File: config.mk
export PLATFORM = sky130hd
export DESIGN_NAME = gb_vga_scaler
export DESIGN_NICKNAME = d
export VERILOG_FILES = /design/src/rtl/gb_vga_scaler.sv
export SDC_FILE = /design/constraint.sdc
export NUM_CORES = 1
export LEC_CHECK = 0
export CAP_MARGIN = 5
export CORE_MARGIN = 5
export CORE_UTILIZATION = 55
export DETAILED_ROUTE_END_ITERATION = 6
export DONT_BUFFER_PORTS = 1
export PLACE_DENSITY = 0.7
export SYNTH_ARGS = -nofsm -noshare
export SYNTH_HDL_FRONTEND = slang
export SYNTH_SLANG_ARGS = --single-unit
File: constraint.sdc
create_clock -name Clk -period 3 [get_ports Clk]
set_clock_uncertainty 0.05 [all_clocks]
set_input_delay 0.3 -clock Clk [delete_from_list [all_inputs] [get_ports Clk]]
set_output_delay 0.3 -clock Clk [all_outputs]
set_load 0.005 [all_outputs]
File: src/rtl/gb_vga_scaler.sv
// gb_vga_scaler
//   Pixel-fetch stage that sits behind the VGA timing generator. Scales the
//   160x144 Game Boy framebuffer by 3 into a centred 480x432 window of the
//   640x480 frame. It fetches one 2-bit shade per window pixel from a
//   synchronous RAM and drives palette RGB. Sync and blank are delayed to
//   line up with the colour.
//
// Ports
//   Clk                   pixel clock (shared with the timing generator)
//   Reset_n               asynchronous active-low reset
//   DrawX[9:0]            current column 0..799
//   DrawY[9:0]            current line 0..524
//   hs_in, vs_in          active-low syncs aligned with DrawX/DrawY
//   blank_in              1 = visible pixel
//   fb_addr[14:0]         framebuffer read address gy*160+gx (registered)
//   fb_rd                 read enable, high for window pixels (registered)
//   fb_data[1:0]          shade from the RAM, one clock after fb_addr
//   VGA_R/G/B[7:0]        registered colour
//   hs_out, vs_out,       syncs/blank delayed to match the colour
//   blank_out
//
// Latency: 3 clocks from inputs to VGA_*/hs_out/vs_out/blank_out;
// fb_addr/fb_rd lead the colour by 2 clocks.
module gb_vga_scaler (
  input  logic        Clk,
  input  logic        Reset_n,
  input  logic [9:0]  DrawX,
  input  logic [9:0]  DrawY,
  input  logic        hs_in,
  input  logic        vs_in,
  input  logic        blank_in,
  output logic [14:0] fb_addr,
  output logic        fb_rd,
  input  logic [1:0]  fb_data,
  output logic [7:0]  VGA_R,
  output logic [7:0]  VGA_G,
  output logic [7:0]  VGA_B,
  output logic        hs_out,
  output logic        vs_out,
  output logic        blank_out
);

  localparam logic [9:0]  X0       = 10'd80;
  localparam logic [9:0]  X_END    = 10'd560;   // X0 + 480
  localparam logic [9:0]  Y0       = 10'd24;
  localparam logic [9:0]  Y_END    = 10'd456;   // Y0 + 432
  localparam logic [9:0]  Y_LAST   = 10'd455;   // last line of the window
  localparam logic [9:0]  LINE_END = 10'd799;
  localparam logic [7:0]  GX_MAX   = 8'd159;
  localparam logic [7:0]  GY_MAX   = 8'd143;
  localparam logic [14:0] ROW_STEP = 15'd160;

  localparam logic [23:0] PAL0   = 24'hE0F8D0;
  localparam logic [23:0] PAL1   = 24'h88C070;
  localparam logic [23:0] PAL2   = 24'h346856;
  localparam logic [23:0] PAL3   = 24'h081820;
  localparam logic [23:0] BORDER = 24'h000000;

  // Window flags
  logic hwin, vwin, win, vadv, line_end;

  assign hwin     = (DrawX >= X0) && (DrawX < X_END);
  assign vwin     = (DrawY >= Y0) && (DrawY < Y_END);
  assign win      = hwin && vwin;
  // Vertical counters advance on lines Y0..Y0+430 only; the last window line
  // falls into the clear branch so gy never steps past 143.
  assign vadv     = (DrawY >= Y0) && (DrawY < Y_LAST);
  assign line_end = (DrawX == LINE_END);

  // Scaling counters
  logic [1:0]  sx_reg, sx_next;
  logic [7:0]  gx_reg, gx_next;
  logic [1:0]  sy_reg, sy_next;
  logic [7:0]  gy_reg, gy_next;
  logic [14:0] row_base_reg, row_base_next;

  always_comb begin
    sx_next       = sx_reg;
    gx_next       = gx_reg;
    sy_next       = sy_reg;
    gy_next       = gy_reg;
    row_base_next = row_base_reg;

    if (!hwin) begin
      sx_next = 2'd0;
      gx_next = 8'd0;
    end else if (sx_reg == 2'd2) begin
      sx_next = 2'd0;
      // Saturation only matters after a mid-frame reset; it keeps the
      // address inside the framebuffer while the counters are out of step.
      if (gx_reg != GX_MAX) gx_next = gx_reg + 8'd1;
    end else begin
      sx_next = sx_reg + 2'd1;
    end

    if (line_end) begin
      if (vadv) begin
        if (sy_reg == 2'd2) begin
          sy_next = 2'd0;
          if (gy_reg != GY_MAX) begin
            gy_next       = gy_reg + 8'd1;
            row_base_next = row_base_reg + ROW_STEP;
          end
        end else begin
          sy_next = sy_reg + 2'd1;
        end
      end else begin
        sy_next       = 2'd0;
        gy_next       = 8'd0;
        row_base_next = 15'd0;
      end
    end
  end

  always_ff @(posedge Clk or negedge Reset_n) begin
    if (!Reset_n) begin
      sx_reg       <= 2'd0;
      gx_reg       <= 8'd0;
      sy_reg       <= 2'd0;
      gy_reg       <= 8'd0;
      row_base_reg <= 15'd0;
    end else begin
      sx_reg       <= sx_next;
      gx_reg       <= gx_next;
      sy_reg       <= sy_next;
      gy_reg       <= gy_next;
      row_base_reg <= row_base_next;
    end
  end

  // Stage 1: address issue, uses the counter values before this clock's update
  logic fb_rd_reg, win_d1_reg, hs_d1_reg, vs_d1_reg, blank_d1_reg;
  logic [14:0] fb_addr_reg;

  always_ff @(posedge Clk or negedge Reset_n) begin
    if (!Reset_n) begin
      fb_addr_reg  <= 15'd0;
      fb_rd_reg    <= 1'b0;
      win_d1_reg   <= 1'b0;
      hs_d1_reg    <= 1'b1;
      vs_d1_reg    <= 1'b1;
      blank_d1_reg <= 1'b0;
    end else begin
      if (win) fb_addr_reg <= row_base_reg + {7'd0, gx_reg};
      fb_rd_reg    <= win;
      win_d1_reg   <= win;
      hs_d1_reg    <= hs_in;
      vs_d1_reg    <= vs_in;
      blank_d1_reg <= blank_in;
    end
  end

  assign fb_addr = fb_addr_reg;
  assign fb_rd   = fb_rd_reg;

  // Stage 2: the RAM is reading; carry the flags along
  logic win_d2_reg, hs_d2_reg, vs_d2_reg, blank_d2_reg;

  always_ff @(posedge Clk or negedge Reset_n) begin
    if (!Reset_n) begin
      win_d2_reg   <= 1'b0;
      hs_d2_reg    <= 1'b1;
      vs_d2_reg    <= 1'b1;
      blank_d2_reg <= 1'b0;
    end else begin
      win_d2_reg   <= win_d1_reg;
      hs_d2_reg    <= hs_d1_reg;
      vs_d2_reg    <= vs_d1_reg;
      blank_d2_reg <= blank_d1_reg;
    end
  end

  // Stage 3: palette lookup and colour register
  logic [23:0] pal_rgb;
  logic [23:0] rgb_reg;
  logic        hs_out_reg, vs_out_reg, blank_out_reg;

  always_comb begin
    pal_rgb = PAL0;
    case (fb_data)
      2'd0:    pal_rgb = PAL0;
      2'd1:    pal_rgb = PAL1;
      2'd2:    pal_rgb = PAL2;
      default: pal_rgb = PAL3;
    endcase
  end

  always_ff @(posedge Clk or negedge Reset_n) begin
    if (!Reset_n) begin
      rgb_reg       <= 24'd0;
      hs_out_reg    <= 1'b1;
      vs_out_reg    <= 1'b1;
      blank_out_reg <= 1'b0;
    end else begin
      if (!blank_d2_reg)   rgb_reg <= 24'd0;
      else if (win_d2_reg) rgb_reg <= pal_rgb;
      else                 rgb_reg <= BORDER;
      hs_out_reg    <= hs_d2_reg;
      vs_out_reg    <= vs_d2_reg;
      blank_out_reg <= blank_d2_reg;
    end
  end

  assign VGA_R     = rgb_reg[23:16];
  assign VGA_G     = rgb_reg[15:8];
  assign VGA_B     = rgb_reg[7:0];
  assign hs_out    = hs_out_reg;
  assign vs_out    = vs_out_reg;
  assign blank_out = blank_out_reg;

endmodule
Word-level counts from Yosys, hierarchy flattened
Cells that the tools add are included.
{"block": "totals", "reg_bits": 85, "wordCells": 63, "in_bits": 27}
{"block": "op_classes", "reduce_logical": 7, "n_addsub": 6, "n_mux": 16, "n_lt_le_gt_ge": 5, "eq_ne": 11}
{"op": "one-hot mux 24 bit (3 select lines)", "n": 1}
{"op": "2-to-1 mux 24 bit", "n": 2}
{"op": "2-to-1 mux 8 bit", "n": 6}
{"op": "2-to-1 mux 15 bit", "n": 3}
{"op": "< comparator 10 x 9 -> 1 bit (second input constant)", "n": 2}
{"op": "adder 8 x 1 -> 8 bit (second input constant)", "n": 2}
{"op": "inequality test 8 bit (second input constant)", "n": 2}
{"op": "adder 15 x 8 -> 15 bit", "n": 1}
{"op": "adder 15 x 8 -> 15 bit (second input constant)", "n": 1}
{"op": "equality test 10 bit (second input constant)", "n": 1}
{"op": "greater-or-equal comparator 10 x 5 -> 1 bit (second input constant)", "n": 1}
{"op": "greater-or-equal comparator 10 x 7 -> 1 bit (second input constant)", "n": 1}
{"op": "< comparator 10 bit (second input constant)", "n": 1}
{"op": "2-to-1 mux 2 bit", "n": 4}
{"op": "inequality test 2 x 1 -> 1 bit (second input constant)", "n": 4}
{"op": "equality test 2 bit (second input constant)", "n": 3}
{"op": "adder 2 x 1 -> 2 bit (second input constant)", "n": 2}
{"op": "logical AND 1 bit", "n": 4}
{"op": "AND reduction 3 bit", "n": 1}
{"op": "equality test 2 x 1 -> 1 bit (second input constant)", "n": 1}
{"op": "logical NOT 2 bit", "n": 1}
{"op": "AND reduction 2 bit", "n": 1}

Logic depth before layout (Yosys ltp)
{"block": "logic_depth", "word_depth": 4, "ltp_mapped": 7, "mapped_depth_nobuf": 6}

Least setup slack after synthesis
OpenSTA, ideal clock, no wires.
{"block": "synth_timing", "path_type": "in2reg", "startpoint": "input DrawX[7]", "endpoint": "register gy_reg[7]", "path_stages": 7, "required_time_ps": 2867, "setup_ps": 83, "slack_ps": 869, "arrival_time_ps": 1998, "cell_sequence": "or2_1 or4_1 buf_2 or3_1 clkbuf_2 or3_1 o21ai_0"}
{"block": "synth_between", "elab_chain_cells": 2}
{"item": "start, declared", "line": "27", "text": "input logic [9:0] DrawX,"}
{"item": "equality test 10 bit", "line": "68", "text": "assign line_end = (DrawX == LINE_END);"}
{"item": "AND reduction 3 bit (no line)"}
{"item": "end signal, assigned", "line": "126", "text": "gy_reg <= gy_next;"}
{"item": "end, declared", "line": "74", "text": "logic [7:0] gy_reg, gy_next;"}
Every way passes these cells.
A chain may end at the register's enable or synchronous reset.

Worst setup path in the final report
{"block": "layout_timing", "startpoint": "register gy_reg[0]", "endpoint": "register gy_reg[3]"}
{"block": "layout_between", "elab_chain_cells": 4, "word_cells_on_any_way": 7}
{"item": "adder 8 x 1 -> 8 bit", "line": "101", "text": "gy_next = gy_reg + 8'd1;"}
{"item": "2-to-1 mux 8 bit", "line": "100", "text": "if (gy_reg != GY_MAX) begin"}
{"item": "2-to-1 mux 8 bit", "line": "98", "text": "if (sy_reg == 2'd2) begin"}
{"item": "2-to-1 mux 8 bit", "line": "97", "text": "if (vadv) begin"}
Several ways; a longest one is shown, not always the timed one. The select of a mux whose other input is x is not followed.

==> out/qor.txt <==
DIE
----------------------------------------------------------------------------------
Die height                                                                 85.0 um
Number of core rows                                                             27
Starting density of the core                                                 56.6%
Boundary pin count                                                              70
Die X-Extent                                                               85.0 um
Floorplan Core Area                                                   0.00547 mm^2
Full die area                                                         0.00723 mm^2

ROUTING
----------------------------------------------------------------------------------
Total via count after detailed routing                                       2,192
Wire length per cell after detailed routing                                15.5 um
DRC violation total after the first TritonRoute iteration                      105
Number of optimization iterations in the first detailed-route pass               4
Total detailed-routing wirelength                                          5.86 mm
Avg Vias per Cell                                                             5.78
Post-detailed-route DRC marker count                                             0
Antenna Nets Post-Route                                                          0

LOGIC SYNTHESIS
----------------------------------------------------------------------------------
Share of synthesized area occupied by flip-flops and latches                 52.0%
Post-synth top flop                                                   sky130_fd_sc_hd__dfrtp_1
Per-instance average area after synthesis                                10.1 um^2
Netlist area before placement                                         0.00310 mm^2
Area share of the largest cell type after synthesis                          46.9%
Library cells used by synthesis                                                 45
Synth top area cells                                                  sky130_fd_sc_hd__dfrtp_1 47%, sky130_fd_sc_hd__o21ai_0 5.2%, sky130_fd_sc_hd__dfstp_2 5.1%, sky130_fd_sc_hd__ha_1 4.4%, sky130_fd_sc_hd__buf_4 3.9%
Flops & latches, synth                                                          64
Largest area contributor in the netlist                               sky130_fd_sc_hd__dfrtp_1
Gate Count Post-Synth                                                          306
Yosys warnings                                                                   0
Most numerous cell types in the synthesized netlist                   58 x sky130_fd_sc_hd__dfrtp_1, 32 x sky130_fd_sc_hd__o21ai_0, 26 x sky130_fd_sc_hd__nand2_1, 21 x sky130_fd_sc_hd__nor2_1, 16 x sky130_fd_sc_hd__buf_4
Library cell with the highest instance count after synthesis          sky130_fd_sc_hd__dfrtp_1
EDFF count, synth                                                                0
Post-synthesis async set-or-reset flop share                                  100%

TIMING
----------------------------------------------------------------------------------
Worst slew margin relative to its limit                                      25.7%
Fin. max-slew vios                                                               0
Worst-margin pin slew                                                      1.11 ns
RSZ-0062 raised after global routing                                         false
Final number of setup-violating endpoints                                        0
Crit path time final                                                       2.28 ns
Final-report hold violation count                                                0
Final worst setup slack                                                   0.720 ns
Max frequency                                                              439 MHz
Period Utilization, post-route                                               76.0%
Total negative slack                                                          0 ns

POWER AND IR DROP
----------------------------------------------------------------------------------
Sequential share of power                                                    51.9%
Leakage power                                                              1.52 nW
Cell area power density                                                531 mW/mm^2
Combinational Power Share                                                     5.1%
Clk pwr share                                                                43.0%
Switching pwr                                                             0.429 mW
Internal power consumption                                                 1.34 mW
Total power consumption of the routed design                               1.76 mW
Switch share                                                                 24.3%
Worst IR Drop VDD                                                         0.258 mV

WORST HOLD PATH
----------------------------------------------------------------------------------
Tightest Hold Check Type                                              primary input to flip-flop

GRT
----------------------------------------------------------------------------------
Overflow left after global routing                                               0
Tot GR Track Use                                                             17.3%
Largest net degree at the start of global routing                               65
First-pass GRT wire length                                                 9.92 mm
Number of antenna violations at the first check in global routing                0
Number of global-route vias before repair                                    2,179

PLACEMENT
----------------------------------------------------------------------------------
Count of buffers from port buffering                                             0
GP Congestion                                                                0.790
Minimum setup slack after placement                                       0.558 ns
Detailed Place HPWL                                                        4.13 mm

SETUP PATH
----------------------------------------------------------------------------------
Critical path startpoint category                                        flip-flop
Largest driver fanout on the critical path                                      10
Element type at the critical path end                                    flip-flop
Crit path kind                                                        flip-flop to flip-flop
Crit path required time                                                    3.19 ns
Worst path arrival time                                                    2.47 ns
Flop-to-flop setup slack                                                   0.72 ns

FINISH
----------------------------------------------------------------------------------
Number of fill cells in the layout                                             489
Number of nets in the final layout                                             340
Flip-flop count of the largest register, all copies and words added             15
Util after Layout                                                            60.7%
Layout cell share with drive strength beyond 1                               9.77%
Number of antenna cells inserted                                                 0
Layout overhead on the synthesized area                                      7.40%

CTS
----------------------------------------------------------------------------------
Clock-pin slew on the worst setup and hold paths                           0.07 ns
Insertion delay of the later-clocked pin in the worst-skew pair            0.34 ns
Worst-case clock buffer depth                                                    2
Root buffer cell                                                      sky130_fd_sc_hd__clkbuf_8
Sink count of the clock tree                                                    64
Clock H-tree levels                                                              3
Number of CTS-inserted buffers                                                   9
Post-cts gate resize count                                                       0
# Post-CTS Setup Buffers                                                         0
Clock tree from TritonCTS                                                     done

OUTCOME
----------------------------------------------------------------------------------
Status                                                                finished, final reports clean

FLOW RUN
----------------------------------------------------------------------------------
Maximum capacitance violations                                                   0

==> layout by cell type, fill, tap and decap left out, drive strengths merged, types with 6 or more instances in the layout <==
cell type	synthesis	layout
ha	11	11
conb	1	7
xor2	8	8
xnor2	7	7
a211oi	9	9
mux2	6	6
a21oi	9	9
dfrtp	58	58
nand2	26	26
o31ai	6	6
clkbuf	9	10
o21ai	32	32
nor3	7	7
nor2	21	21
and3	7	7
dfstp	6	6
inv	10	11
nand3	15	15
==> final cells by class <==
cell class | instances | area [um^2] | area share (%)
Clock inverter | 6 | 67.6 | 2.03
Clock buffer | 10 | 138 | 4.14
Sequential cell | 64 | 1610 | 48.4
Inverter | 10 | 37.5 | 1.13
Timing Repair Buffer | 6 | 75.1 | 2.26
Multi-Input combinational cell | 211 | 1310 | 39.3
Tap cell | 72 | 90.1 | 2.71
==> critical path, cell delays in order (launching register included) <==
cell and delay (ns):
sky130_fd_sc_hd__dfrtp_1 0.42, sky130_fd_sc_hd__ha_1 0.27, sky130_fd_sc_hd__and4b_1 0.27, sky130_fd_sc_hd__a21boi_1 0.56, sky130_fd_sc_hd__nand2_1 0.31, sky130_fd_sc_hd__o31ai_1 0.31
==> per-layer routing <==
layer	GRT usage, %	wire, um	vias to the layer above
met3	6.99	467	14
met5	0	0	-
met4	8.20	140	0
met1	21.2	2630	1060
li1	-	-	1038
met2	26.7	2620	80
==> cell families after synthesis <==
kind of cell	count (synthesis)	share of synthesized area, %
flip-flops	64	52.0
other	1	0.121
XOR/XNOR	15	4.24
adder cells (fa/ha/maj)	11	4.45
buffers and inverters	37	6.51
AND/OR/NAND/NOR	104	16.9
multiplexers	7	2.51
AO/OA/AOI/OAI	67	13.3
==> power by group through the flow <==
stage	clock network, mW	logic [mW]	registers, mW
CTS	0.767	0.0917	0.916
floorplan	0	0.0671	0.925
detailed placement	0	0.0658	0.933
finish	0.759	0.0904	0.916
global placement	0	0.0627	0.932
global route	0.808	0.106	0.920
==> worst paths after layout <==
path | from | to | depth (start not counted)
worst max-delay path | gy_reg[0] | gy_reg[3] | 5
worst min-delay path | fb_data[1] | rgb_reg[14] | 2
worst max register to register | gy_reg[0] | gy_reg[3] | 5
worst min register to register | blank_d1_reg | blank_d2_reg | 0
max in group asynchronous | Reset_n | hs_out | 2
min in group asynchronous | Reset_n | blank_d2_reg | 2
==> what timing repair did <==
item,in CTS,in global routing
endpoints found under the setup margin,0,0
hold buffers,5,0
endpoints found under the hold margin,67,0
==> through the flow <==
stage	instances	cell area, um^2	hold slack [ns]
3_3_place_gp	358	3050	-0.0439
2_1_floorplan	312	3120	-0.0456
5_1_grt	379	3320	0.169
6_report	379	3320	0.177
3_5_place_dp	358	3050	-0.0437
4_1_cts	379	3320	0.144
Note: power is estimated with default switching activity, not from simulation.
